<file path="src/rtl/ram_copy_dma.sv">
// Word-by-word memory-to-memory copy engine: read one word, write it, repeat.
// Single-port memory with a one-cycle response strobe for every request.
module ram_copy_dma #(
  parameter int unsigned LenW          = 16,
  parameter int unsigned TimeoutCycles = 15
) (
  input  logic            clk_i,
  input  logic            rst_ni,
  input  logic            start_i,
  input  logic            abort_i,
  input  logic [31:0]     src_addr_i,
  input  logic [31:0]     dst_addr_i,
  input  logic [LenW-1:0] len_i,
  output logic            busy_o,
  output logic            done_o,
  output logic            err_o,
  output logic [LenW-1:0] words_done_o,
  output logic            req_o,
  output logic            we_o,
  output logic [3:0]      be_o,
  output logic [31:0]     addr_o,
  output logic [31:0]     wdata_o,
  input  logic [31:0]     rdata_i,
  input  logic            rvalid_i
);

  localparam int unsigned TmoW = $clog2(TimeoutCycles + 1);

  typedef enum logic [2:0] {
    IDLE, RD, WAIT, WR, FIN
  } state_e;

  state_e          state_q, state_d;
  logic [31:0]     src_q, src_d;
  logic [31:0]     dst_q, dst_d;
  logic [31:0]     data_q, data_d;
  logic [LenW-1:0] rem_q, rem_d;
  logic [LenW-1:0] wd_q, wd_d;
  logic [TmoW-1:0] tmo_q, tmo_d;
  logic            err_q, err_d;

  logic misaligned;
  assign misaligned = (src_addr_i[1:0] != 2'b00) ||
                      (dst_addr_i[1:0] != 2'b00);

  always_comb begin
    state_d = state_q;
    src_d   = src_q;
    dst_d   = dst_q;
    data_d  = data_q;
    rem_d   = rem_q;
    wd_d    = wd_q;
    tmo_d   = tmo_q;
    err_d   = 1'b0;
    unique case (state_q)
      IDLE: begin
        if (start_i) begin
          if (misaligned) begin
            err_d = 1'b1;
          end else if (len_i == '0) begin
            wd_d    = '0;
            state_d = FIN;
          end else begin
            src_d   = src_addr_i;
            dst_d   = dst_addr_i;
            rem_d   = len_i;
            wd_d    = '0;
            state_d = RD;
          end
        end
      end
      RD: begin
        tmo_d   = '0;
        state_d = abort_i ? IDLE : WAIT;
      end
      WAIT: begin
        if (abort_i) begin
          state_d = IDLE;
        end else if (rvalid_i) begin
          data_d  = rdata_i;
          state_d = WR;
        end else if (tmo_q == TmoW'(TimeoutCycles - 1)) begin
          err_d   = 1'b1;
          state_d = IDLE;
        end else begin
          tmo_d = tmo_q + 1'b1;
        end
      end
      WR: begin
        // The write issued this cycle always lands, even on abort.
        wd_d  = wd_q + 1'b1;
        src_d = src_q + 32'd4;
        dst_d = dst_q + 32'd4;
        rem_d = rem_q - 1'b1;
        if (abort_i) begin
          state_d = IDLE;
        end else if (rem_q == LenW'(1)) begin
          state_d = FIN;
        end else begin
          state_d = RD;
        end
      end
      FIN: state_d = IDLE;
      default: state_d = IDLE;
    endcase
  end

  always_ff @(posedge clk_i) begin
    if (!rst_ni) begin
      state_q <= IDLE;
      src_q   <= '0;
      dst_q   <= '0;
      data_q  <= '0;
      rem_q   <= '0;
      wd_q    <= '0;
      tmo_q   <= '0;
      err_q   <= 1'b0;
    end else begin
      state_q <= state_d;
      src_q   <= src_d;
      dst_q   <= dst_d;
      data_q  <= data_d;
      rem_q   <= rem_d;
      wd_q    <= wd_d;
      tmo_q   <= tmo_d;
      err_q   <= err_d;
    end
  end

  logic in_rd, in_wr;
  assign in_rd = (state_q == RD);
  assign in_wr = (state_q == WR);

  assign busy_o       = (state_q != IDLE);
  assign done_o       = (state_q == FIN);
  assign err_o        = err_q;
  assign words_done_o = wd_q;
  assign req_o        = in_rd | in_wr;
  assign we_o         = in_wr;
  assign be_o         = in_wr ? 4'hF : 4'h0;
  assign addr_o       = in_rd ? src_q : (in_wr ? dst_q : 32'h0);
  assign wdata_o      = in_wr ? data_q : 32'h0;

endmodule

</file>
<file path="config.mk">
export PLATFORM = sky130hd
export DESIGN_NAME = ram_copy_dma
export DESIGN_NICKNAME = d
export VERILOG_FILES = /design/src/rtl/ram_copy_dma.sv
export SDC_FILE = /design/constraint.sdc
export NUM_CORES = 1
export LEC_CHECK = 0
export CORE_MARGIN = 4
export CORE_UTILIZATION = 24
export DETAILED_ROUTE_END_ITERATION = 12
export GPL_ROUTABILITY_DRIVEN = 0
export PLACE_DENSITY_LB_ADDON = 0.2
export RECOVER_POWER = 50
export SYNTH_ARGS = -nofsm -noshare
export SYNTH_HDL_FRONTEND = slang
export SYNTH_SLANG_ARGS = --single-unit
</file>
<file path="constraint.sdc">
create_clock -name clk_i -period 2.8 [get_ports clk_i]
set_input_delay 0.56 -clock clk_i [delete_from_list [all_inputs] [get_ports clk_i]]
set_output_delay 0.56 -clock clk_i [all_outputs]
set_load 0.005 [all_outputs]
</file>
== After elaboration in Yosys (flattened, before gate mapping) ==
Cells that the tools add are included.
W data, S select, Z words.
Operators by class
  add/subtract/negate cells: 5
  equality and inequality tests: 13
  mux-type cells: 39
  bitwise gates (word level): 2
  reduce and logical (&&, ||, !) cells: 13
Operators with widths (number)
  $mux W32: 9
  $pmux W32 S2: 2
  $mux W16: 5
  $add A32 B3 Y32 const B: 2
  $pmux W16 S2: 2
  $mux W3: 8
  $add A16 B1 Y16 const B: 1
  $eq A16 B1 Y1 const B: 1
  $logic_not A16 Y1: 1
  $mux W4: 4
  $sub A16 B1 Y16 const B: 1
  $ne A2 B2 Y1 const B: 6
  $pmux W3 S4: 1
  $reduce_and A3 Y1: 3
  $pmux W4 S2: 1
  $reduce_and A4 Y1: 2
  $reduce_bool A2 Y1: 4
  $eq A3 B2 Y1 const B: 2
  $mux W1: 5
  $add A4 B1 Y4 const B: 1
  $eq A4 B4 Y1 const B: 1
  $ne A4 B4 Y1 const B: 1
  $eq A3 B1 Y1 const B: 1
  $eq A3 B3 Y1 const B: 1
  other kinds (7): 7
Storage, ports and cells
  register bits after elaboration: 136
  input bits: 117
  logic and storage cells: 80

== Logic depth before layout (Yosys ltp) ==
  depth in word-level cells: 5
  gate-level depth with buffers: 9
  depth with buffers taken out: 7

== Worst setup path before layout ==
Ideal clock, no wire load.
  path kind: flip-flop to output port
  start: reg state_q[1]
  end: out addr_o[10]
  data arrival time: 1.558 ns
  required time: 2.240 ns
  path slack: 0.682 ns
  stages on the path, launching flop included: 6
  buffers on the path: 3
  path through: dfxtp_1 -> buf_2 -> buf_1 -> buf_1 -> mux2i_1 -> nor2_1
Between the ends
  longest elaborated chain between the ends: 3
RTL lines
  start: declaration: line 33  | state_e state_q, state_d;
  start signal: assignment: line 119  | state_q <= state_d;
  $eq A3 B2 Y1: line 132  | assign in_wr = (state_q == WR);
  $mux W32: line 141  | assign addr_o = in_rd ? src_q : (in_wr ? dst_q : 32'h0);
  $mux W32 (*): line 141
  end: declaration: line 21  | output logic [31:0] addr_o,
Mark *: on every way between the ends. The rest lies on a longest branch, timed or not.

== Worst setup path in the final report ==
  start: reg state_q[1]
  end: out addr_o[24]
The elaborated chain is that of the path after synthesis.

==> metrics list <==
- For this run, design rule violations remaining after detail routing come to 0.
- The net count of the finished layout is 1316.
* Critical Path RT: 2240 ps
- Entering global routing, the biggest net connects 93 pins.
* Initial detailed-routing violation count: 550
- The clock drives 136 sinks.
- The later pin in the worst-skew pair is clocked with a latency of 430 ps.
- The floorplan step set the die width to between 150 and 200 um.
- Number of antenna violations at the first check in global routing: 0
* Final period demand of the worst path: 2680 ps
- Number of detailed-route iterations in the first pass: 7
- Element type at the critical path start: flip-flop
* Syn_area_per_cell: 7.61 um2
- Post-synth cell types: 72
- CTS tree: done
* Unrepaired setup endpoints after global routing: no
- After clock tree synthesis, the flow added hold-fix buffers numbering 0.
- Setup violations remaining at the end of the flow were counted as 0.
* Die Y: 186 um
- After detailed routing, the average wire length per cell comes to 17.2 um.
* Maximum vdd drop: 372 uV
* Clock buffer depth: 2
- The worst setup path is captured at an output pin.
- Synthesized Nets: 1126
- 206 I/O pins were placed.
- Estimated wirelength of the detail-placed design: 19.5 mm
- Ratio of final minimum period to clock period: 0.957
* Internal power consumption: 0.00335 W
* Status: completed
* Port buffer count: 205
* Syn Inst Count: 1002
- Yosys mapped a number of flops with a built-in enable equal to 0.
- The worst setup path is of the flip-flop to output pin kind.
- For the pin with the worst max-slew slack, the measured transition is 726 ps.
- The kind of cell with the highest combined delay along the critical path is buffers and inverters.
* Worst hold-check slack: 450 ps
- Clock Skews: 14.9 ps
- The share of the Yosys chip area taken by registers is 0.357.
* Vias in the first global route: between 7000 and 8000
- The synthesized design contains approximately 140 register bits.
- Cell Area, Synth: between 7000 and 8000 um2
- After floorplanning, the core was divided into 64 placement rows.
- The largest single stage delay on the critical path is 480 ps.
- Share of post-route cells with drive strength above 1: 0.0714
* Critical path fanouts, max: 25
- Global routing finished with a remaining overflow of 0.
- Data arrival at the endpoint of the critical path: 2120 ps
- Place WS: -27.9 ps
- Yosys printed 0 warnings.
* Maximum operating frequency: 373 MHz
- The critical path contains buffers and inverters numbering 2 combined.
* Final count of pins violating max slew: 0
- Synthesis-to-finish area growth: 41.2%
* Wire length of the first global-routing pass: 42.7 mm
- The critical path goes through buf_6, mux2i_1, nor2_1, clkdlybuf4s50_1.
- Vias: 8026
- Switching power: approximately 0.0012 W
- The number of antenna diodes in the final layout is 0.
- Top library cells by usage in the layout, fill and taps aside: 186 x sky130_fd_sc_hd__clkdlybuf4s50_1, 142 x sky130_fd_sc_hd__nand2_1, 135 x sky130_fd_sc_hd__dfxtp_1
- In this run, CTS created clock tree buffers numbering 17.
- Floorplan Core Area: 31000 um2
- Clock-pin slew was measured on the worst setup and hold paths at 70 ps.
* Via count normalized by instance count: 5.01
* Power per standard cell area: 421 nW/um2
- Ys flop type: sky130_fd_sc_hd__dfxtp_1
- Worst setup slack after layout: 121 ps
- The share of total power dissipated in the clock network is 0.485.
- Of the total power, registers draw 0.435.
- Final antenna-violating net count: 0
- Leakage: 3.62 nW
* Max Cap Viol: 0
* Initial cell density of the core: 0.246
- CP max stage cell: sky130_fd_sc_hd__dfxtp_2
- Worst hold-check path type: flip-flop to flip-flop
* Fraction of synthesis flops using an asynchronous set or reset pin: 0
- For this run, the total global-route usage over all layers was measured as 0.155.
* Final WL: 27.6 mm
* Most common library cell in the layout ignoring fill and taps: sky130_fd_sc_hd__clkdlybuf4s50_1
- Of the total power, combinational logic draws 0.080.
- Number of hold-slack violations in the final timing report: 0
* Maximum level of the CTS H-tree: 4
* Fillers: 3277
- Root buffer cell: sky130_fd_sc_hd__clkbuf_16
* Fraction of power spent switching nets: 0.261
* Worst relative slew slack: 0.516
* Die Outline Area: 34700 um2
==> final timing paths <==
| path | from | end | slack, ps | cells past startpoint |
|---|---|---|---|---|
| setup / recovery | state_q[1]$_SDFFE_PN0P_ | addr_o[24] | 120 | 4 |
| hold / removal | data_q[22]$_SDFFE_PN0P_ | data_q[22]$_SDFFE_PN0P_ | 450 | 2 |
| setup reg to reg | state_q[0]$_SDFFE_PN0P_ | src_q[8]$_SDFFE_PN0P_ | 530 | 7 |
| hold reg to reg | data_q[22]$_SDFFE_PN0P_ | data_q[22]$_SDFFE_PN0P_ | 450 | 2 |
==> power groups by stage <==
stage | clock network (W) | registers, W | logic (W)
finish | 0.00220 | 0.00197 | 0.000364
global route | 0.00234 | 0.00198 | 0.000392
CTS | 0.00226 | 0.00197 | 0.000374
detailed placement | 0 | 0.00202 | 0.000371
global placement | 0 | 0.00202 | 0.000372
floorplan | 0 | 0.00201 | 0.000122
==> per-layer routing <==
| metal | global-route usage | wire, um |
|---|---|---|
| met5 | 0 | 0 |
| met4 | 0.0393 | 325 |
| met3 | 0.0298 | 1490 |
| met2 | 0.254 | 13100 |
| met1 | 0.211 | 12600 |
==> registers in the layout (all words and copies together), names as in the netlist <==
name / flops
data_q: 32
dst_q: 32
err_o: 1
rem_q: 16
src_q: 32
state_q: 3
tmo_q: 4
words_done_o: 16
==> worst min-delay path: cells and delay by family, from the launching register on <==
kind | cells | cell delay, ps
compound gates | 1 | 50
flops | 1 | 310
simple gates | 1 | 50
==> cell usage after synthesis (7+ instances only) <==
master | instances | area share
sky130_fd_sc_hd__a2bb2oi_1 | 11 | 0.013
sky130_fd_sc_hd__xor2_1 | 8 | 0.0092
sky130_fd_sc_hd__and4_1 | 7 | 0.0080
sky130_fd_sc_hd__nand3_1 | 39 | 0.026
sky130_fd_sc_hd__buf_2 | 18 | 0.012
sky130_fd_sc_hd__nor3_1 | 14 | 0.0092
sky130_fd_sc_hd__ha_1 | 7 | 0.011
sky130_fd_sc_hd__and3_1 | 19 | 0.016
sky130_fd_sc_hd__a21oi_1 | 106 | 0.070
sky130_fd_sc_hd__a31oi_1 | 26 | 0.021
sky130_fd_sc_hd__nor2_1 | 94 | 0.046
sky130_fd_sc_hd__nand2_1 | 141 | 0.069
sky130_fd_sc_hd__nand4_1 | 34 | 0.028
sky130_fd_sc_hd__and2_1 | 39 | 0.032
sky130_fd_sc_hd__inv_1 | 15 | 0.0074
sky130_fd_sc_hd__or3_1 | 21 | 0.017
sky130_fd_sc_hd__dfxtp_1 | 136 | 0.36
sky130_fd_sc_hd__o21ai_0 | 52 | 0.034
sky130_fd_sc_hd__clkbuf_1 | 43 | 0.021
sky130_fd_sc_hd__a211oi_1 | 11 | 0.011
sky130_fd_sc_hd__mux2i_1 | 34 | 0.045
sky130_fd_sc_hd__nor4_1 | 17 | 0.014
==> stage by stage <==
step / setup TNS [ps] / utilization / power, W / area (um2) / cells
2_1_floorplan: 0 / - / 0.00213 / 7620 / 1002
3_3_place_gp: 0 / 0.331 / 0.00239 / 10300 / 1569
3_5_place_dp: -45.3 / 0.331 / 0.00239 / 10300 / 1569
4_1_cts: 0 / 0.350 / 0.00461 / 10800 / 1601
5_1_grt: 0 / 0.347 / 0.00471 / 10800 / 1601
6_report: 0 / 0.347 / 0.00453 / 10800 / 1601
==> logic make-up (layout without fill, tap and decap cells) <==
group	after synthesis	after routing	share of synthesized area
xor gates and xnor gates	13	13	0.0149
DFF	136	136	0.357
muxes	35	35	0.0461
buffers and inverters	91	294	0.0520
and+or+nand+nor	457	457	0.308
adders and majority gates	7	7	0.0115
AOI/OAI and AO/OA	263	263	0.211
==> cell type report <==
class / count / area, um2 / area share
tap: 396 / 495 / 0.0460
sequential: 136 / 2720 / 0.253
multi-input combinational: 775 / 4480 / 0.417
clock inverter: 14 / 126 / 0.0117
inverter: 16 / 61.3 / 0.00570
timing repair buffer: 246 / 2430 / 0.226
clock buffer: 18 / 439 / 0.0408
==> what timing repair did <==
action / 4_1_cts / 5_1_grt
setup endpoints to repair: 0 / 21
resized for setup: 0 / 2
setup buffers: 0 / 0
Power figures use the tool's default switching activity.
